==> src/rtl/mips_multicycle_control.sv <==
// Multicycle MIPS control unit: Moore FSM stepping fetch/decode/execute/memory/writeback,
// driving ALU op and operand muxes, with a sticky illegal flag and a retired-instruction counter.
module mips_multicycle_control #(
   parameter int CNT_W = 32
) (
   input  logic             clk,
   input  logic             reset,
   input  logic [5:0]       Op,
   input  logic [5:0]       Funct,
   input  logic             Zero,
   input  logic             mem_ready,
   output logic             IorD,
   output logic             MemRead,
   output logic             MemWrite,
   output logic             IRWrite,
   output logic             RegDst,
   output logic             MemtoReg,
   output logic             RegWrite,
   output logic             AluSrcA,
   output logic [1:0]       AluSrcB,
   output logic [3:0]       AluOp,
   output logic [1:0]       PCSrc,
   output logic             PCEn,
   output logic             instr_done,
   output logic             illegal,
   output logic [CNT_W-1:0] retired
);

   typedef enum logic [3:0] {
      S_FETCH, S_DECODE, S_MEMADR, S_MEMRD, S_MEMWB, S_MEMWR,
      S_EXECUTE, S_ALUWB, S_BRANCH, S_ADDIEX, S_ADDIWB, S_JUMP
   } state_t;

   localparam logic [5:0] OP_RTYPE = 6'b000000;
   localparam logic [5:0] OP_LW    = 6'b100011;
   localparam logic [5:0] OP_SW    = 6'b101011;
   localparam logic [5:0] OP_BEQ   = 6'b000100;
   localparam logic [5:0] OP_ADDI  = 6'b001000;
   localparam logic [5:0] OP_J     = 6'b000010;

   localparam logic [3:0] ALU_ADD = 4'b0000;
   localparam logic [3:0] ALU_SUB = 4'b0010;
   localparam logic [3:0] ALU_AND = 4'b0100;
   localparam logic [3:0] ALU_OR  = 4'b0101;
   localparam logic [3:0] ALU_XOR = 4'b0110;
   localparam logic [3:0] ALU_NOR = 4'b0111;
   localparam logic [3:0] ALU_SLT = 4'b1010;

   state_t           state_q, state_d;
   logic             illegal_q, illegal_d;
   logic [CNT_W-1:0] retired_q, retired_d;

   function automatic logic funct_legal(input logic [5:0] f);
      case (f)
         6'b100000, 6'b100010, 6'b100100, 6'b100101,
         6'b100110, 6'b100111, 6'b101010: funct_legal = 1'b1;
         default:                         funct_legal = 1'b0;
      endcase
   endfunction

   function automatic logic [3:0] funct_aluop(input logic [5:0] f);
      case (f)
         6'b100010: funct_aluop = ALU_SUB;
         6'b100100: funct_aluop = ALU_AND;
         6'b100101: funct_aluop = ALU_OR;
         6'b100110: funct_aluop = ALU_XOR;
         6'b100111: funct_aluop = ALU_NOR;
         6'b101010: funct_aluop = ALU_SLT;
         default:   funct_aluop = ALU_ADD;
      endcase
   endfunction

   always_ff @(posedge clk or posedge reset) begin
      if (reset) begin
         state_q   <= S_FETCH;
         illegal_q <= 1'b0;
         retired_q <= '0;
      end else begin
         state_q   <= state_d;
         illegal_q <= illegal_d;
         retired_q <= retired_d;
      end
   end

   always_comb begin
      state_d    = state_q;
      illegal_d  = illegal_q;
      IorD       = 1'b0;
      MemRead    = 1'b0;
      MemWrite   = 1'b0;
      IRWrite    = 1'b0;
      RegDst     = 1'b0;
      MemtoReg   = 1'b0;
      RegWrite   = 1'b0;
      AluSrcA    = 1'b0;
      AluSrcB    = 2'b00;
      AluOp      = ALU_ADD;
      PCSrc      = 2'b00;
      PCEn       = 1'b0;
      instr_done = 1'b0;

      case (state_q)
         S_FETCH: begin
            // PC+4 is computed every fetch cycle but only committed with the instruction.
            MemRead = 1'b1;
            AluSrcB = 2'b01;
            IRWrite = mem_ready;
            PCEn    = mem_ready;
            if (mem_ready) state_d = S_DECODE;
         end
         S_DECODE: begin
            AluSrcB = 2'b11;
            case (Op)
               OP_LW, OP_SW: state_d = S_MEMADR;
               OP_BEQ:       state_d = S_BRANCH;
               OP_ADDI:      state_d = S_ADDIEX;
               OP_J:         state_d = S_JUMP;
               OP_RTYPE: begin
                  if (funct_legal(Funct)) begin
                     state_d = S_EXECUTE;
                  end else begin
                     state_d   = S_FETCH;
                     illegal_d = 1'b1;
                  end
               end
               default: begin
                  state_d   = S_FETCH;
                  illegal_d = 1'b1;
               end
            endcase
         end
         S_MEMADR: begin
            AluSrcA = 1'b1;
            AluSrcB = 2'b10;
            state_d = (Op == OP_SW) ? S_MEMWR : S_MEMRD;
         end
         S_MEMRD: begin
            IorD    = 1'b1;
            MemRead = 1'b1;
            if (mem_ready) state_d = S_MEMWB;
         end
         S_MEMWB: begin
            MemtoReg   = 1'b1;
            RegWrite   = 1'b1;
            instr_done = 1'b1;
            state_d    = S_FETCH;
         end
         S_MEMWR: begin
            IorD       = 1'b1;
            MemWrite   = 1'b1;
            instr_done = mem_ready;
            if (mem_ready) state_d = S_FETCH;
         end
         S_EXECUTE: begin
            AluSrcA = 1'b1;
            AluOp   = funct_aluop(Funct);
            state_d = S_ALUWB;
         end
         S_ALUWB: begin
            RegDst     = 1'b1;
            RegWrite   = 1'b1;
            instr_done = 1'b1;
            state_d    = S_FETCH;
         end
         S_BRANCH: begin
            // Target was parked in ALUOut during DECODE; the ALU now compares rs/rt.
            AluSrcA    = 1'b1;
            AluOp      = ALU_SUB;
            PCSrc      = 2'b01;
            PCEn       = Zero;
            instr_done = 1'b1;
            state_d    = S_FETCH;
         end
         S_ADDIEX: begin
            AluSrcA = 1'b1;
            AluSrcB = 2'b10;
            state_d = S_ADDIWB;
         end
         S_ADDIWB: begin
            RegWrite   = 1'b1;
            instr_done = 1'b1;
            state_d    = S_FETCH;
         end
         S_JUMP: begin
            PCSrc      = 2'b10;
            PCEn       = 1'b1;
            instr_done = 1'b1;
            state_d    = S_FETCH;
         end
         default: state_d = S_FETCH;
      endcase
   end

   always_comb begin
      retired_d = retired_q;
      if (instr_done) retired_d = retired_q + CNT_W'(1);
   end

   assign illegal = illegal_q;
   assign retired = retired_q;

endmodule

==> config.mk <==
export PLATFORM = sky130hd
export DESIGN_NAME = mips_multicycle_control
export DESIGN_NICKNAME = d
export VERILOG_FILES = /design/src/rtl/mips_multicycle_control.sv
export SDC_FILE = /design/constraint.sdc
export NUM_CORES = 1
export LEC_CHECK = 0
export CORE_MARGIN = 8
export CORE_UTILIZATION = 45
export DETAILED_ROUTE_END_ITERATION = 6
export DONT_BUFFER_PORTS = 1
export SYNTH_ARGS = -nofsm -noshare
export SYNTH_HDL_FRONTEND = slang
export SYNTH_SLANG_ARGS = --single-unit
==> constraint.sdc <==
create_clock -name clk -period 1.8 [get_ports clk]
set_input_delay 0.36 -clock clk [delete_from_list [all_inputs] [get_ports clk]]
set_output_delay 0.36 -clock clk [all_outputs]
set_load 0.05 [all_outputs]
==> impl_metrics.sql <==
INSERT INTO impl_metrics (metric_group, metric, value, unit) VALUES
('sta', 'finalWorstSetupSlack', '-0.1481', 'ns'),
('yosys', 'synth_simple_gate_area_share', '27.57', '%'),
('route', 'drt_drc_violations_left', '0', ''),
('sta', 'finalCriticalPeriod', '1.948', 'ns'),
('finish', 'drive_gt1_share', '55.94', '%'),
('worst_setup_path', 'slowest_stage', 'sky130_fd_sc_hd__dfrtp_2', ''),
('yosys', 'syn_area_per_cell', '9.404', 'um2'),
('finish', 'finalNetCount', '336', ''),
('yosys', 'synth.top_cells.by_area', 'sky130_fd_sc_hd__dfrtp_1 44%, sky130_fd_sc_hd__xnor2_1 7.1%, sky130_fd_sc_hd__xor2_1 7.1%, sky130_fd_sc_hd__nor3_1 4.8%, sky130_fd_sc_hd__nand2_1 3.0%', ''),
('sta', 'final_clock_period_utilization_by_the_worst_path', '108.2', '%'),
('worst_setup_path', 'critical_path.n_buffers_inverters', '4', ''),
('outcome', 'failed_checks', 'setup timing', ''),
('sta', 'hold_viol_final', '0', ''),
('sta', 'timing.fmax', '0.5133', 'GHz'),
('outcome', 'run_status', 'finished, violations left', ''),
('worst_setup_path', 'crit_required', '1.44', 'ns'),
('yosys', 'yosysSeqAreaShare', '44.15', '%'),
('route', 'routed_wire_length', '7278', 'um'),
('power', 'switching_share', '44.18', '%'),
('power', 'power_report.internal_total', '0.002095', 'W'),
('sta', 'clock-skew-final', '0.008809', 'ns'),
('power', 'power.share.combinational', '58.8', '%'),
('worst_setup_path', 'reg2reg_setup_slack', '-0.13', 'ns'),
('clock_network', 'cts_hold_buf', '0', ''),
('global_route', 'antenna_found_initial', '0', ''),
('power', 'p_per_area', '1064', 'nW/um2'),
('global_route', 'maximum_number_of_pins_on_one_net_before_global_route_repair', '38', ''),
('floorplanning', 'floorplan.core_area', '4598', 'um2'),
('worst_setup_path', 'worst_path_largest_cell_delay', '0.45', 'ns'),
('yosys', 'synth_largest_type_area_fraction', '44.15', '%'),
('floorplanning', 'start_util', '45.61', '%'),
('floorplanning', 'dieArea', '7101', 'um2'),
('worst_setup_path', 'critical_path.most_common_cell', 'sky130_fd_sc_hd__buf_6', ''),
('worst_setup_path', 'critPathTopFamily', 'buffers and inverters', ''),
('finish', 'syn_to_final_growth', '68.20', '%'),
('route', 'detailedRoute.firstPassIterationCount', '4', ''),
('clock_network', 'cts_tree', 'built', ''),
('min_path', 'worst_hold_path_type', 'in -> async', ''),
('worst_setup_path', 'r2r_start', 'state_q[0]', ''),
('sta', 'setup-violations-final', '20', ''),
('yosys', 'post_synth_num_cell_types', '45', ''),
('finish', 'antenna_fix_cells', '0', ''),
('clock_network', 'worstSkewPairLatency', '0.29', 'ns'),
('clock_network', 'clk_transition_reported_paths', '0.07', 'ns'),
('sta', 'worst-slew-pin-transition', '0.5587', 'ns'),
('yosys', 'combinational_family_with_the_most_area_after_synthesis', 'simple AND/OR/NAND/NOR gates', ''),
('global_route', 'first_global_vias', '2334', ''),
('worst_setup_path', 'rr_worst_depth', '6', ''),
('yosys', 'synth_area_leader_cell', 'sky130_fd_sc_hd__dfrtp_1', ''),
('route', 'drtIter0Drc', '163', ''),
('yosys', 'synth-edff-count', '0', ''),
('worst_setup_path', 'critical_path.cell_chain', 'buf_6 > nor3b_4 > buf_6 > buf_6 > nor2_4 > buf_12', ''),
('yosys', 'yosys.area_share.adder', '0.5967', '%'),
('yosys', 'synthesis.nets', '240', ''),
('clock_network', 'clock_sinks', '37', ''),
('sta', 'final_max_slew_viol_count', '0', ''),
('worst_setup_path', 'critical_path_peak_fanout', '5', ''),
('worst_setup_path', 'critPathArrivalTime', '1.59', 'ns'),
('finish', 'regArea', '950.9', 'um2'),
('yosys', 'post_synth_instance_area', '2097', 'um2'),
('global_route', 'first_pass_grt_wire_length', '11310', 'um'),
('floorplanning', 'die_x', '84.27', 'um'),
('yosys', 'synthMostInstantiatedCell', 'sky130_fd_sc_hd__dfrtp_1', ''),
('yosys', 'synth_commonest_cells', '37 x sky130_fd_sc_hd__dfrtp_1, 20 x sky130_fd_sc_hd__nor3_1, 17 x sky130_fd_sc_hd__nand2_1, 17 x sky130_fd_sc_hd__xnor2_1, 17 x sky130_fd_sc_hd__xor2_1', ''),
('route', 'vias', '2162', ''),
('yosys', 'synth-compound-area-share', '8.652', '%'),
('sta', 'max-slew-margin-rel', '62.75', '%'),
('yosys', 'synthXorXnorAreaFrac', '14.20', '%'),
('placement', 'port-buffer-count', '0', ''),
('power', 'worst_ir_drop_vdd', '0.0007013', 'V'),
('clock_network', 'cts-htree-levels', '2', '');
==> worst reg2reg max path, stage by stage (launching register included) <==
cell,delay [ns]
sky130_fd_sc_hd__dfrtp_1,0.42
sky130_fd_sc_hd__buf_6,0.15
sky130_fd_sc_hd__nor3b_4,0.16
sky130_fd_sc_hd__nor3b_2,0.34
sky130_fd_sc_hd__o21ai_2,0.15
sky130_fd_sc_hd__nor4_1,0.41
sky130_fd_sc_hd__xor2_1,0.22
==> layout make-up <==
type | count | area share [%]
Tap cell | 54 | 1.916
Timing Repair Buffer | 95 | 25.54
Multi-Input combinational cell | 168 | 41.82
Sequential cell | 37 | 26.96
Clock inverter | 2 | 0.2838
Inverter | 12 | 1.419
Clock buffer | 6 | 2.057
==> layout by cell type, fill, tap and decap left out, types with 2 or more instances in the layout <==
| master | instances |
|---|---|
| sky130_fd_sc_hd__buf_4 | 67 |
| sky130_fd_sc_hd__dfrtp_2 | 20 |
| sky130_fd_sc_hd__buf_6 | 18 |
| sky130_fd_sc_hd__xor2_1 | 17 |
| sky130_fd_sc_hd__dfrtp_1 | 17 |
| sky130_fd_sc_hd__xnor2_1 | 15 |
| sky130_fd_sc_hd__nand2_1 | 12 |
| sky130_fd_sc_hd__nand3_1 | 11 |
| sky130_fd_sc_hd__inv_1 | 10 |
| sky130_fd_sc_hd__nor2_1 | 9 |
| sky130_fd_sc_hd__nor3_4 | 9 |
| sky130_fd_sc_hd__nand4_1 | 8 |
| sky130_fd_sc_hd__buf_12 | 7 |
| sky130_fd_sc_hd__nor3_2 | 6 |
| sky130_fd_sc_hd__o21ai_0 | 6 |
| sky130_fd_sc_hd__nand2_4 | 5 |
| sky130_fd_sc_hd__nor3_1 | 5 |
| sky130_fd_sc_hd__clkbuf_8 | 5 |
| sky130_fd_sc_hd__and3_1 | 4 |
| sky130_fd_sc_hd__nor2_2 | 4 |
| sky130_fd_sc_hd__nand2b_1 | 3 |
| sky130_fd_sc_hd__nor2b_1 | 3 |
| sky130_fd_sc_hd__nor2_4 | 3 |
| sky130_fd_sc_hd__nor4_1 | 3 |
| sky130_fd_sc_hd__nor3b_4 | 2 |
| sky130_fd_sc_hd__nand2b_4 | 2 |
| sky130_fd_sc_hd__and4_4 | 2 |
| sky130_fd_sc_hd__or3_4 | 2 |
| sky130_fd_sc_hd__inv_4 | 2 |
| sky130_fd_sc_hd__nor3b_2 | 2 |
| sky130_fd_sc_hd__xnor2_2 | 2 |
| sky130_fd_sc_hd__a21oi_1 | 2 |
| sky130_fd_sc_hd__a32oi_1 | 2 |
| sky130_fd_sc_hd__mux2i_1 | 2 |
| sky130_fd_sc_hd__o211ai_1 | 2 |
| sky130_fd_sc_hd__clkinv_2 | 2 |
| sky130_fd_sc_hd__buf_8 | 2 |
==> how the worst max path moves through the flow <==
stage / cells after the start / start / slack (ns) / end
2_1_floorplan: 5 / state_q[2] / -0.30 / AluOp[0]
3_3_place_gp: 5 / state_q[1] / 0.02 / retired[29]
3_5_place_dp: 5 / state_q[1] / -0.12 / retired[29]
5_1_grt: 6 / state_q[0] / -0.20 / AluOp[0]
6_report: 6 / state_q[1] / -0.15 / instr_done
4_1_cts: 6 / state_q[0] / -0.13 / AluOp[0]
==> power by group through the flow <==
stage / combinational (W) / clock (W) / sequential, W
after floorplan: 0.000917 / 0 / 0.00115
after global placement: 0.00158 / 0 / 0.000997
after detailed placement: 0.00162 / 0 / 0.00101
after CTS: 0.00198 / 0.000564 / 0.000978
after global routing: 0.00230 / 0.000603 / 0.000998
final: 0.00221 / 0.000558 / 0.000987
==> logic make-up (layout without fill, tap and decap cells) <==
group	Yosys count	after routing
DFF	37	37
AOI/OAI and AO/OA	25	25
muxes	3	3
buffers and inverters	18	115
and+or+nand+nor	105	105
xor gates and xnor gates	34	34
adders and majority gates	1	1
==> sequential cells by signal, summed over array words and instances (netlist names) <==
signal	cells
retired	32
state_q	4
illegal	1
==> per-layer routing <==
| layer | vias to the layer above | track usage, % | wire, um |
|---|---|---|---|
| li1 | 989 | - | - |
| met1 | 1075 | 19.61 | 2543 |
| met2 | 82 | 34.68 | 4038 |
| met3 | 16 | 6.776 | 565 |
| met4 | 0 | 5.965 | 130 |
| met5 | - | 0 | 0 |
==> per-stage QoR <==
step	instance area [um2]	std cells	hold WS [ns]	TNS (ns)
CTS	3332	368	0.07441	-1.040
detailed placement	2897	343	0.3875	-0.2339
floorplan	2253	223	0.5385	-1.738
global placement	2897	343	0.3777	0
finish	3527	374	0.06492	-1.520
global route	3527	374	0.1127	-3.173
==> what timing repair did <==
item / in CTS / in global routing
endpoints found under the setup margin: 26 / 36
buffers inserted: 18 / 6
pin swaps: 12 / 12
gates cloned: 0 / 1
gates resized for setup: 51 / 29
No activity file was read; power rests on OpenSTA's default activity.
